`config.mk`:
```
export PLATFORM = sky130hd
export DESIGN_NAME = mem_adder_decoder
export DESIGN_NICKNAME = d
export VERILOG_FILES = /design/src/rtl/mem_adder_decoder.sv
export SDC_FILE = /design/constraint.sdc
export NUM_CORES = 1
export LEC_CHECK = 0
export BUFFER_PORTS_ARGS = -buffer_cell sky130_fd_sc_hd__buf_2
export CAP_MARGIN = 20
export CORE_UTILIZATION = 42
export DETAILED_ROUTE_END_ITERATION = 6
export HOLD_SLACK_MARGIN = 0.1
export PLACE_DENSITY = 0.67
export RECOVER_POWER = 25
export SYNTH_ARGS = -nofsm -noshare
export SYNTH_HDL_FRONTEND = slang
export SYNTH_SLANG_ARGS = --single-unit
export TNS_END_PERCENT = 50
```
`constraint.sdc`:
```
create_clock -name clk -period 1.5 [get_ports clk]
set_input_delay 0.15 -clock clk [delete_from_list [all_inputs] [get_ports clk]]
set_output_delay 0.15 -clock clk [all_outputs]
set_load 0.01 [all_outputs]
```
`src/rtl/mem_adder_decoder.sv`:
```
// mem_adder_decoder: first-word fall-through FIFO that turns adder packets
// into membrane-memory writes with a wrapping neuron index.
// Optional feature macro: MEM_ADDER_DECODER_SPIKE_COUNT_EN
// (adds spike_total / total_valid, a per-timestep spike count).
module mem_adder_decoder #(
    parameter int PACKET_WIDTH = 9,
    parameter int PSUM_WIDTH   = 8,
    parameter int DEPTH        = 4,
    parameter int NUM_OUT      = 21,
    localparam int AW = (NUM_OUT > 1) ? $clog2(NUM_OUT) : 1
) (
    input  logic                    clk,
    input  logic                    rst_n,
    input  logic                    in_valid,
    output logic                    in_ready,
    input  logic [PACKET_WIDTH-1:0] in_packet,
    output logic                    out_valid,
    input  logic                    out_ready,
    output logic                    out_spike,
    output logic [PSUM_WIDTH-1:0]   out_psum,
    output logic [AW-1:0]           out_addr,
    output logic                    out_last
`ifdef MEM_ADDER_DECODER_SPIKE_COUNT_EN
    ,
    output logic [$clog2(NUM_OUT+1)-1:0] spike_total,
    output logic                         total_valid
`endif
);

    localparam int PTRW = $clog2(DEPTH);
    localparam int PW   = PTRW + 1;
    localparam logic [AW-1:0] LAST_ADDR = AW'(NUM_OUT - 1);

    logic [PACKET_WIDTH-1:0] mem_q [DEPTH];
    logic [PW-1:0]           wr_ptr_q, wr_ptr_d;
    logic [PW-1:0]           rd_ptr_q, rd_ptr_d;
    logic [AW-1:0]           addr_q, addr_d;
    logic                    full, empty;
    logic                    push, pop;
    logic [PACKET_WIDTH-1:0] head;

    // Extra MSB on each pointer separates the full and empty cases.
    assign empty = (wr_ptr_q == rd_ptr_q);
    assign full  = (wr_ptr_q[PTRW] != rd_ptr_q[PTRW]) &&
                   (wr_ptr_q[PTRW-1:0] == rd_ptr_q[PTRW-1:0]);

    // in_ready looks only at registered pointers, never at out_ready,
    // so a full FIFO refuses a push even when it pops that cycle.
    assign in_ready  = !full;
    assign out_valid = !empty;
    assign push      = in_valid && !full;
    assign pop       = !empty && out_ready;

    assign head = mem_q[rd_ptr_q[PTRW-1:0]];

    // Head fields are masked while empty so reset shows all-zero data.
    assign out_spike = !empty && head[PACKET_WIDTH-1];
    assign out_psum  = empty ? '0 : head[PSUM_WIDTH-1:0];
    assign out_addr  = addr_q;
    assign out_last  = (addr_q == LAST_ADDR);

    // Next-state for pointers and the neuron index.
    always_comb begin
        wr_ptr_d = wr_ptr_q;
        rd_ptr_d = rd_ptr_q;
        addr_d   = addr_q;
        if (push) begin
            wr_ptr_d = wr_ptr_q + PW'(1);
        end
        if (pop) begin
            rd_ptr_d = rd_ptr_q + PW'(1);
            if (addr_q == LAST_ADDR) begin
                addr_d = '0;
            end else begin
                addr_d = addr_q + AW'(1);
            end
        end
    end

    // Pointer and index state; reset empties the FIFO immediately.
    always_ff @(posedge clk or negedge rst_n) begin
        if (!rst_n) begin
            wr_ptr_q <= '0;
            rd_ptr_q <= '0;
            addr_q   <= '0;
        end else begin
            wr_ptr_q <= wr_ptr_d;
            rd_ptr_q <= rd_ptr_d;
            addr_q   <= addr_d;
        end
    end

    // Storage array; contents are don't-care until written.
    always_ff @(posedge clk) begin
        if (push) begin
            mem_q[wr_ptr_q[PTRW-1:0]] <= in_packet;
        end
    end

`ifdef MEM_ADDER_DECODER_SPIKE_COUNT_EN
    localparam int CW = $clog2(NUM_OUT + 1);

    logic [CW-1:0] cnt_q, cnt_d;
    logic [CW-1:0] tot_q, tot_d;
    logic          tv_q, tv_d;

    // Count spikes per timestep; publish and restart on the last neuron.
    always_comb begin
        cnt_d = cnt_q;
        tot_d = tot_q;
        tv_d  = 1'b0;
        if (pop) begin
            if (out_last) begin
                tot_d = cnt_q + CW'(out_spike);
                cnt_d = '0;
                tv_d  = 1'b1;
            end else if (out_spike) begin
                cnt_d = cnt_q + CW'(1);
            end
        end
    end

    // Spike-count state.
    always_ff @(posedge clk or negedge rst_n) begin
        if (!rst_n) begin
            cnt_q <= '0;
            tot_q <= '0;
            tv_q  <= 1'b0;
        end else begin
            cnt_q <= cnt_d;
            tot_q <= tot_d;
            tv_q  <= tv_d;
        end
    end

    assign spike_total = tot_q;
    assign total_valid = tv_q;
`endif

endmodule

```
### Yosys cells after proc, flatten, opt, wreduce, memory -nomap -nowiden

Memory sizes are Yosys's and may differ from the RTL's.
Cells that the tools add are included.

| cells by class | value |
|---|---|
| add/subtract/negate cells | 3 |
| eq/ne operators | 4 |
| mux-type cells | 4 |
| reduce and logical (&&, ||, !) cells | 6 |

Operators with widths:

| kind | number |
|---|---|
| 2-to-1 mux 8 bit | 1 |
| adder 3 x 1 -> 3 bit, second input constant | 2 |
| adder 5 x 1 -> 5 bit, second input constant | 1 |
| equality test 5 bit, second input constant | 1 |
| 2-to-1 mux 5 bit | 1 |
| logical AND 1 bit | 4 |
| equality test 3 bit | 1 |
| equality test 2 bit | 1 |
| logical NOT 1 bit | 2 |
| 2-to-1 mux 1 bit | 2 |
| inequality test 1 bit | 1 |

| storage, ports and cells | value |
|---|---|
| flip-flop bits (word level) | 11 |
| bits in writable memories | 36 |
| input port bits | 13 |
| output and inout port bits | 17 |
| word-level logic and storage cells | 21 |
| memories | 1 |

Memory list:

| name | words | bits a word | read ports | clocked after memory_dff | wr ports | line | text |
|---|---|---|---|---|---|---|---|
| mem_q | 4 | 9 | 1 | 0 | 1 | 34 | `logic [PACKET_WIDTH-1:0] mem_q [DEPTH];` |

### Depth between registers and ports, before layout

Gate-level depths: netlist (run 1).

| logic depth | value |
|---|---|
| depth after elaboration | 6 |
| mapped depth | 5 |
| gate-level depth less buffers | 5 |

### Least setup slack after synthesis (run 1)

Ideal clock, no wire load.

| path | value |
|---|---|
| path type | flip-flop to flip-flop |
| start point | reg wr_ptr_q[1] |
| end point | mem mem_q[0][0] (enable) |
| setup time | 0.337 ns |
| arrival time | 1.349 ns |
| data required time | 1.163 ns |
| setup slack | -0.187 ns |
| cell stages (with the launch flop) | 4 |
| path buffers | 0 |
| period minus slack after synthesis | 1.687 ns |
| cells stage by stage | dfrtp_1 -> xor2_2 -> o31a_2 -> and2_1 |

| on the way | value |
|---|---|
| longest elaborated chain between the ends | 6 |

Ends and longest elaborated chain:

| item | line | text |
|---|---|---|
| from (decl) | 35 | `logic [PW-1:0] wr_ptr_q, wr_ptr_d;` |
| from (signal assigned) | 87 | `wr_ptr_q <= wr_ptr_d;` |
| equality test 2 bit | 45 | `(wr_ptr_q[PTRW-1:0] == rd_ptr_q[PTRW-1:0]);` |
| logical AND 1 bit | 44 | `assign full = (wr_ptr_q[PTRW] != rd_ptr_q[PTRW]) &&` |
| logical NOT 1 bit | 51 | `assign push = in_valid && !full;` |
| logical AND 1 bit | 51 |  |
| 2-to-1 mux 1 bit | 95 | `if (push) begin` |
| 2-to-1 mux 1 bit (implied by the code) | 96 | `mem_q[wr_ptr_q[PTRW-1:0]] <= in_packet;` |
| to (decl) | 34 |  |

Parallel ways exist; a longest one is shown, timed or not.

### Worst setup path in the final report (run 1)

| path | value |
|---|---|
| start point | reg rd_ptr_q[0] |
| end point | out out_psum[2] |

| on the way | value |
|---|---|
| longest elaborated chain between the ends | 2 |
| elaborated cells between the ends (all ways) | 3 |
| those cells by class | eq/ne: 1; mux: 1; memory: 1 |

Ends and longest elaborated chain:

| item | line | text |
|---|---|---|
| from (decl) | 36 | `logic [PW-1:0] rd_ptr_q, rd_ptr_d;` |
| from (signal assigned) | 88 | `rd_ptr_q <= rd_ptr_d;` |
| memory (4 x 9 bit) or equality test 3 bit (tied branches) | - |  |
| 2-to-1 mux 8 bit (*) | 58 | `assign out_psum = empty ? '0 : head[PSUM_WIDTH-1:0];` |
| to (decl) | 20 | `output logic [PSUM_WIDTH-1:0] out_psum,` |

Mark *: on every way between the ends. The rest lies on a longest branch, timed or not.

==> results of run 1 <==
sequential cells by signal, summed over array words and instances, names as in the netlist:
signal and cells:
mem_q 36, wr_ptr_q 3, rd_ptr_q 3, out_addr 5
path summary, 6_finish.rpt:
kind,start,to,slack (ps),cells after the start
worst max-delay path,rd_ptr_q[0],out_psum[2],-360,6
worst min-delay path,out_ready,rd_ptr_q[2],210,3
worst max register to register,rd_ptr_q[0],out_addr[0],-330,6
worst min register to register,rd_ptr_q[2],rd_ptr_q[2],570,1
max in group asynchronous,rst_n,out_addr[0],670,2
min in group asynchronous,rst_n,out_addr[3],380,2
report_power, final:
part | switching (mW) | internal [mW] | total [mW] | leakage, nW
registers | 0.290 | 1.81 | 2.10 | 0.455
logic | 1.53 | 1.74 | 3.28 | 0.578
clock network | 0.417 | 0.664 | 1.08 | 0.0644
total | 2.24 | 4.22 | 6.46 | 1.10
routing by layer:
layer  vias up  track usage
met5         -            0
met2        24        0.251
met4         0       0.0588
li1        581            -
met1       610        0.204
met3         4       0.0442
timing repair:
action,in CTS,in global routing
setup endpoints to repair,54,59
hold endpoints to repair,47,0
hold buffers,10,0
gates cloned,2,0
pin swaps,5,2
resized for setup,8,8
setup buffers,4,2
logic make-up (layout without fill, tap and decap cells):
family                     count (synthesis)  after routing  share of synthesized area
and+or+nand+nor                           23             24                     0.0704
muxes                                     14             14                      0.131
adders and majority gates                  7              7                     0.0418
DFF                                       47             47                      0.647
AOI/OAI and AO/OA                         11             11                     0.0495
buffers and inverters                      9             71                     0.0167
xor gates and xnor gates                   8              8                     0.0442
Yosys cell counts:
master,instances,area share
o311ai_1,3,0.013
nand2_1,1,0.0018
nand2b_1,1,0.0030
nor3_2,1,0.0048
buf_2,1,0.0024
and4b_1,1,0.0048
o31ai_4,1,0.010
mux2_1,1,0.0054
mux4_2,9,0.097
o211ai_1,1,0.0036
mux2_4,4,0.029
or4_1,1,0.0036
nor2_1,2,0.0036
o21a_1,1,0.0036
or3_1,1,0.0030
inv_1,7,0.013
o311ai_0,1,0.0042
o21ai_0,1,0.0024
and3_1,1,0.0030
o31a_2,1,0.0048
edfxtp_1,36,0.52
xnor2_1,5,0.021
o2bb2ai_1,1,0.0042
xor2_2,3,0.023
nor2b_1,10,0.030
dfrtp_1,11,0.13
buf_1,1,0.0018
ha_1,7,0.042
and2_1,3,0.0090
and3b_1,1,0.0042
o31a_1,1,0.0042
worst min-delay path, delay by kind of cell:
kind / cells / cell delay [ps]
XOR/XNOR: 1 / 70
AO/OA/AOI/OAI: 1 / 100
buffers and inverters: 1 / 150
cell type report:
cell class,count,share of cell area
clock buffer,5,0.0243
clock inverter,3,0.0239
inverter,7,0.00929
multi-input combinational,64,0.276
sequential,47,0.481
tap,67,0.0296
timing repair buffer,56,0.156
per-stage QoR:
step	instances	utilization	area [um2]	hold WS (ps)
final	249	0.595	2830	212
after global placement	223	0.513	2440	35.2
after detailed placement	223	0.513	2440	34.9
after floorplan	119	-	2130	-146
after CTS	247	0.586	2790	195
after global routing	249	0.595	2830	220
==> run metrics, run 1 <==
outcome=complete, but fails checks; failing checks=setup timing; PwrDens=2280 nW/um2; CP delay by family, top=flip-flops; commonest non-fill, non-tap cell in the layout=edfxtp_1; Crit path largest cell delay=480 ps; CP max FO=10; routability congestion estimate=0.726; Final Skew=6.55 ps; later-pin clock latency in the skew report=300 ps; vias in the first global route=1179; first-pass GRT wire length=5850 um; Setup WS post-layout=-362 ps; Initial Util=0.441; relative slew slack=0.574; wire length per cell=15.7 um; Final Max Slew Viols=0; DP Worst Slack=-89.3 ps; vias after detailed routing=1219; port bufs=29; Register Area=1360 um2; worst-path cell chain=buf_12, xor2_4, nor3_2, buf_6, nor2b_1, buf_2; largest net degree at the start of global routing=16; DRT antenna net count=0; Cell Area, Synth=2100 um2; synthesized instance count=119; f_max=537 MHz; RSZ-0062 raised after global routing=yes; DRC Markers=0; Pwr Total=6.46 mW; Pre-Repair DR Iteration Count=4; GRT Total Usage=0.157; # Max-Cap Violations=0; CP max stage cell=dfrtp_2; total routed wirelength=3910 um; layout cells sized above 1=0.451; Routed met1 length=1760 um; nature of the critical path endpoint=output pin; final setup vio count=59; top sig layer=met4; startpoint types=flip-flop; hold crit path type=primary input to flip-flop; CTS buffer count=5; Ant. Diodes=0; Die Wd=72.7 um; vias per cell=4.90; 1st-iter DRT viols=90; Clock Sinks=47; actual slew at the worst max-slew pin=639 ps; area grow syn2layout=34.9%; Chip Height=72.7 um; fin crit period=1860 ps; DIE AREA=5280 um2; deepest clock path buffer count=2; Placeable Area=4750 um2; Netlist cell types=31; Mapped Nets=139; Arr. time, crit path=1710 ps; Final nets=201; synth warn=0; length of routed met3 wiring=145 um; Reg clk slew, reported paths=90 ps; initial antenna violation count=0; #FFs+latches synth=47; H-tree Lvls=2; Required @ worst endpoint=1350 ps; area occupied by multi-input gates=781 um2; DR WL met2=1950 um; Mean Syn Cell Area=17.6 um2; most frequent cells in the layout=edfxtp_1 (36), buf_2 (24), dlygate4sd3_1 (10), buf_4 (10); CTS tree=built; Fillers=378; Fin. Hold Viols=0; Ports=30; critical setup path kind=flip-flop to output pin; setup TNS=-14510 ps; # rows=25; gr ovfl total=0; maximum vdd drop=1.15 mV; period utilization=1.24; register area share after synthesis=0.647; Lkg Pwr=1.10 nW; CTS Root Cell=clkbuf_8; CP Buf/Inv Count=3; Post-DP HPWL=2510 um
Note: power is estimated with default switching activity, not from simulation.
==> run 2: changes to the inputs <==
Settings changed: MAX_ROUTING_LAYER from default to met4.
==> run metrics, run 2 (synthesis gave the netlist of run 1 again) <==
startpoint types=flip-flop; critical setup path kind=flip-flop to output pin; period utilization=1.24 (about the same); max reg flops=36 (unchanged); area occupied by multi-input gates=781 um2 (unchanged); Required @ worst endpoint=1350 ps (about the same); Int Power=4.22 mW (about the same); Fillers=378 (unchanged); DRT antenna net count=0 (unchanged); relative slew slack=0.574 (about the same); routability congestion estimate=0.735 (+1.2%); port bufs=29 (unchanged); Comb pwr share=0.507 (about the same); most frequent cells in the layout=edfxtp_1 (36), buf_2 (24), dlygate4sd3_1 (10), buf_4 (10); final setup vio count=59 (unchanged); Ports=30 (unchanged); largest net degree at the start of global routing=16 (unchanged); nature of the critical path endpoint=output pin; Clock Sinks=47 (unchanged); commonest non-fill, non-tap cell in the layout=edfxtp_1; gr ovfl total=0 (unchanged); 1st-iter DRT viols=89 (-1.1%); Placeable Area=4750 um2 (unchanged); initial antenna violation count=0 (unchanged); total routed wirelength=3900 um (-0.18%); layout cells sized above 1=0.451 (unchanged); Arr. time, crit path=1710 ps (about the same); Hold WS=211 ps (-1.31 ps); Final Max Slew Viols=0 (unchanged); Reg clk slew, reported paths=90 ps (about the same); Register Area=1360 um2 (unchanged); sequential cell fraction of total power=0.326 (about the same); Final Skew=6.59 ps (+0.0393 ps); vias after detailed routing=1224 (+0.41%); # rows=25 (unchanged); DRC Markers=0 (unchanged); GRT Total Usage=0.162 (+0.00483); Final Non-Filler Cells=249 (unchanged); Pwr Total=6.46 mW (about the same); failing checks=setup timing; Ant. Diodes=0 (unchanged); actual slew at the worst max-slew pin=638 ps (-0.493 ps); Switch Pwr=2.24 mW (-0.14%); area grow syn2layout=34.9% (unchanged); part of the power in the clock network=0.167 (about the same); Post-DP HPWL=2510 um (unchanged); vias in the first global route=1180 (+0.085%); later-pin clock latency in the skew report=300 ps (about the same); CP max FO=10 (unchanged); final core occ=0.595 (unchanged); Lkg Pwr=1.10 nW (unchanged); wire length per cell=15.7 um (-0.18%); Die Wd=72.7 um (unchanged); f_max=537 MHz (about the same); Placed Instances=223 (unchanged); RSZ-0062 raised after global routing=yes; Sw Ratio=0.346 (about the same); fin crit period=1860 ps (+0.0410 ps); maximum vdd drop=1.15 mV (-0.15%); DIE AREA=5280 um2 (unchanged); H-tree Lvls=2 (unchanged); hold crit path type=primary input to flip-flop; CTS Root Cell=clkbuf_8; Fin. Hold Viols=0 (unchanged); # Max-Cap Violations=0 (unchanged); Initial Util=0.441 (unchanged); Final nets=201 (unchanged); CTS buffer count=5 (unchanged); DP Worst Slack=-89.3 ps (unchanged); PwrDens=2280 nW/um2 (about the same); CTS tree=built; first-pass GRT wire length=5840 um (-0.12%); deepest clock path buffer count=2 (unchanged); outcome=complete, but fails checks; Chip Height=72.7 um (unchanged); Pre-Repair DR Iteration Count=4 (unchanged); vias per cell=4.92 (+0.41%); Setup WS post-layout=-362 ps (-0.0410 ps)
-- run 2: cell counts in the layout (fill, tap and decap cells not counted) --
Identical to the previous run, type by type.
-- run 2: layout make-up --
| class | count | area share |
|---|---|---|
| Clock buffer | 5 | 0.0243 |
| Tap cell | 67 | 0.0296 |
| Timing Repair Buffer | 56 | 0.156 |
| Clock inverter | 3 | 0.0239 |
| Sequential cell | 47 | 0.481 |
| Multi-Input combinational cell | 64 | 0.276 |
| Inverter | 7 | 0.00929 |
-- run 2: through the flow --
stage	cell area, um2	TNS (ps)
floorplan	2130	-637
global placement	2440	-1710
detailed placement	2440	-3000
CTS	2790	-14450
global route	2830	-17560
finish	2830	-14510
-- run 2: final timing paths --
kind / slack, ps / depth (start not counted) / start / to
setup / recovery: -360 / 6 / rd_ptr_q[0] / out_psum[2]
hold / removal: 210 / 3 / out_ready / rd_ptr_q[2]
setup reg to reg: -330 / 6 / rd_ptr_q[0] / out_addr[0]
hold reg to reg: 570 / 1 / rd_ptr_q[2] / rd_ptr_q[2]
max in group asynchronous: 670 / 2 / rst_n / out_addr[0]
min in group asynchronous: 380 / 2 / rst_n / out_addr[3]
-- run 2: layer usage --
| layer | vias up | share of wire | track usage |
|---|---|---|---|
| met1 | 613 | 0.45 | 0.206 |
| met2 | 26 | 0.50 | 0.251 |
| met5 | - | 0 | - |
| li1 | 581 | - | - |
| met4 | 0 | 0.012 | 0.0588 |
| met3 | 4 | 0.036 | 0.0414 |
-- run 2: power by group through the flow --
stage	Clock (mW)	Sequential (mW)	Combinational, mW
after floorplan	0	2.10	1.77
after global placement	0	2.09	2.64
after detailed placement	0	2.12	2.71
after CTS	1.10	2.10	3.17
after global routing	1.15	2.14	3.54
final	1.08	2.10	3.28
-- run 2: critical path, stage by stage, from the launching register on --
cell and delay, ps:
dfrtp_2 480, buf_12 160, xor2_4 190, nor3_2 210
buf_6 180, nor2b_1 50, buf_2 140
-- run 2: what timing repair did --
item,in CTS,in global routing
buffers inserted,4,2
endpoints found under the hold margin,47,0
pin swaps,5,2
gates cloned,2,0
endpoints found under the setup margin,54,59
hold buffers,10,0
gates resized for setup,8,8
==> run 3: changes to the inputs <==
Settings changed: CELL_PAD_IN_SITES_DETAIL_PLACEMENT from default to 1, CELL_PAD_IN_SITES_GLOBAL_PLACEMENT from default to 2, CORE_MARGIN from default to 8, CORE_UTILIZATION 42 to 37, GPL_TIMING_DRIVEN from default to 0, PLACE_DENSITY 0.67 to 0.77.
==> run metrics, run 3 (synthesis gave the netlist of run 1 again) <==
Fin. Hold Viols=0 (unchanged); 1st-iter DRT viols=49 (-45%); f_max=551 MHz (+2.6%); R2R Path End=out_addr[1]; Die Wd=91.3 um (+26%); Final Max Slew Viols=0 (unchanged); vias after detailed routing=1237 (+1.1%); Clock Sinks=47 (unchanged); PwrDens=2340 nW/um2 (+2.5%); wire length per cell=18.0 um (+15%); Required @ worst endpoint=1350 ps (about the same); H-tree Lvls=2 (unchanged); RR Startpoint=rd_ptr_q[0]; max reg flops=36 (unchanged); CP max stage cell=dfrtp_2; vias in the first global route=1394 (+18%); later-pin clock latency in the skew report=300 ps (about the same); GRT Total Usage=0.116 (-0.0456); Critical Path Start=rd_ptr_q[0]; startpoint types=flip-flop; DIE AREA=8330 um2 (+58%); Final Instance Area=2850 um2 (+0.62%); Most common cell on crit path=buf_6; fin crit period=1810 ps (-47.9 ps); Final Skew=6.99 ps (+0.404 ps); Placeable Area=5510 um2 (+16%); initial antenna violation count=0 (unchanged); Chip Height=91.3 um (+26%); CTS tree=built; Final Non-Filler Cells=255 (+2.4%); r2r setup slk=-300 ps (+30 ps); placed cell areas=2370 um2 (-2.9%); WP depth=6 (unchanged); nature of the critical path endpoint=output pin; routability congestion estimate=0.731 (-0.53%); layout cells sized above 1=0.492 (+0.0413); worst-path cell chain=buf_6, xor2_4, nor3_4, buf_6, nor2b_1, buf_2; most frequent cells in the layout=edfxtp_1 (36), buf_2 (24), buf_4 (12); Fillers=537 (+42%); Arr. time, crit path=1660 ps (-50 ps); Post-DP HPWL=2810 um (+12%); CTS Root Cell=clkbuf_8; Pre-Repair DR Iteration Count=4 (unchanged); deepest clock path buffer count=2 (unchanged); CTS buffer count=5 (unchanged); relative slew slack=0.582 (+0.00723); Crit path largest cell delay=470 ps (about the same); # rows=27 (+8.0%); Placed Instances=220 (-1.3%); final setup vio count=57 (-3.4%); failing checks=setup timing; Setup WS post-layout=-314 ps (+47.9 ps); Final nets=202 (+0.50%); CP delay by family, top=flip-flops; # Max-Cap Violations=0 (unchanged); DRC Markers=0 (unchanged); critical setup path kind=flip-flop to output pin; Lkg Pwr=1.10 nW (+0.17%); port bufs=29 (unchanged); first-pass GRT wire length=7380 um (+26%); Reg clk slew, reported paths=90 ps (about the same); actual slew at the worst max-slew pin=628 ps (-10.8 ps); Ant. Diodes=0 (unchanged); vias per cell=4.85 (-1.3%); CP Buf/Inv Count=3 (unchanged); Initial Util=0.381 (-0.0602); DRT antenna net count=0 (unchanged); outcome=complete, but fails checks; worst reg-to-reg path cell count=6 (unchanged); gr ovfl total=0 (unchanged); maximum vdd drop=1.02 mV (-11%); CP max FO=6 (-4); period utilization=1.21 (-0.0320); Pwr Total=6.66 mW (+3.1%); RSZ-0062 raised after global routing=yes; hold crit path type=primary input to flip-flop; Register Area=1360 um2 (about the same); commonest non-fill, non-tap cell in the layout=edfxtp_1; crit path capture=out_psum[4]; area grow syn2layout=35.7%; area occupied by multi-input gates=808 um2 (+3.5%); Ports=30 (unchanged); largest net degree at the start of global routing=16 (unchanged); total routed wirelength=4600 um (+18%)
==> run 3: changes by cell type in the layout (fill, tap and decap cells not counted), sizes merged <==
cell | previous run | this run
buf | 43 | 46
bufinv | 2 | 1
clkinvlp | 1 | 0
and2 | 4 | 3
clkinv | 0 | 2
clkbuf | 8 | 7
==> run 3: worst min path at each step <==
stage                   from     endpoint  slack, ps  cells past startpoint
finish              in_valid  wr_ptr_q[2]        170                      3
global route        in_valid  wr_ptr_q[2]        160                      3
CTS                 in_valid  wr_ptr_q[2]        200                      3
detailed placement     rst_n  out_addr[2]         40                      1
global placement       rst_n  rd_ptr_q[2]         40                      1
floorplan              rst_n  out_addr[0]       -150                      0
==> run 3: layout make-up <==
type	instances	area share
Buffer	2	0.00967
Clock buffer	5	0.0242
Clock inverter	3	0.0154
Inverter	7	0.00923
Multi-Input combinational cell	63	0.284
Sequential cell	47	0.478
Tap cell	72	0.0316
Timing Repair Buffer	56	0.148
==> run 3: what timing repair did <==
item / CTS / global route
pin swaps: 3 / 4
setup endpoints to repair: 55 / 59
cloned: 1 / 0
endpoints found under the hold margin: 47 / 0
hold buffers: 10 / 0
setup buffers: 11 / 6
gates resized for setup: 18 / 13
==> run 3: per-stage QoR <==
step / hold WS, ps / util / setup WS [ps] / setup TNS, ps
final: 167 / 0.517 / -314 / -12500
after detailed placement: 41.4 / 0.430 / -358 / -10900
after floorplan: -146 / - / -64.7 / -637
after CTS: 200 / 0.504 / -382 / -13910
after global routing: 163 / 0.517 / -387 / -16150
after global placement: 37.4 / 0.430 / -328 / -9050
==> run 3: routing by layer <==
| layer | vias up | global-route usage | part of all wire |
|---|---|---|---|
| li1 | 581 | - | - |
| met1 | 628 | 0.134 | 0.44 |
| met2 | 20 | 0.191 | 0.51 |
| met3 | 8 | 0.0280 | 0.028 |
| met4 | 0 | 0.0450 | 0.018 |
| met5 | - | - | 0 |
==> run 3: worst min-delay path: cells and delay by family <==
kind                   cells  cell delay (ps)
AO/OA/AOI/OAI              1               90
XOR/XNOR                   1               70
buffers and inverters      1              110
==> run 3: power breakdown <==
group | leakage, nW | switching (mW) | total (mW) | internal (mW)
clock | 0.0581 | 0.425 | 0.921 | 0.496
combinational | 0.587 | 1.68 | 3.59 | 1.91
sequential | 0.454 | 0.331 | 2.14 | 1.81
total | 1.10 | 2.43 | 6.66 | 4.23
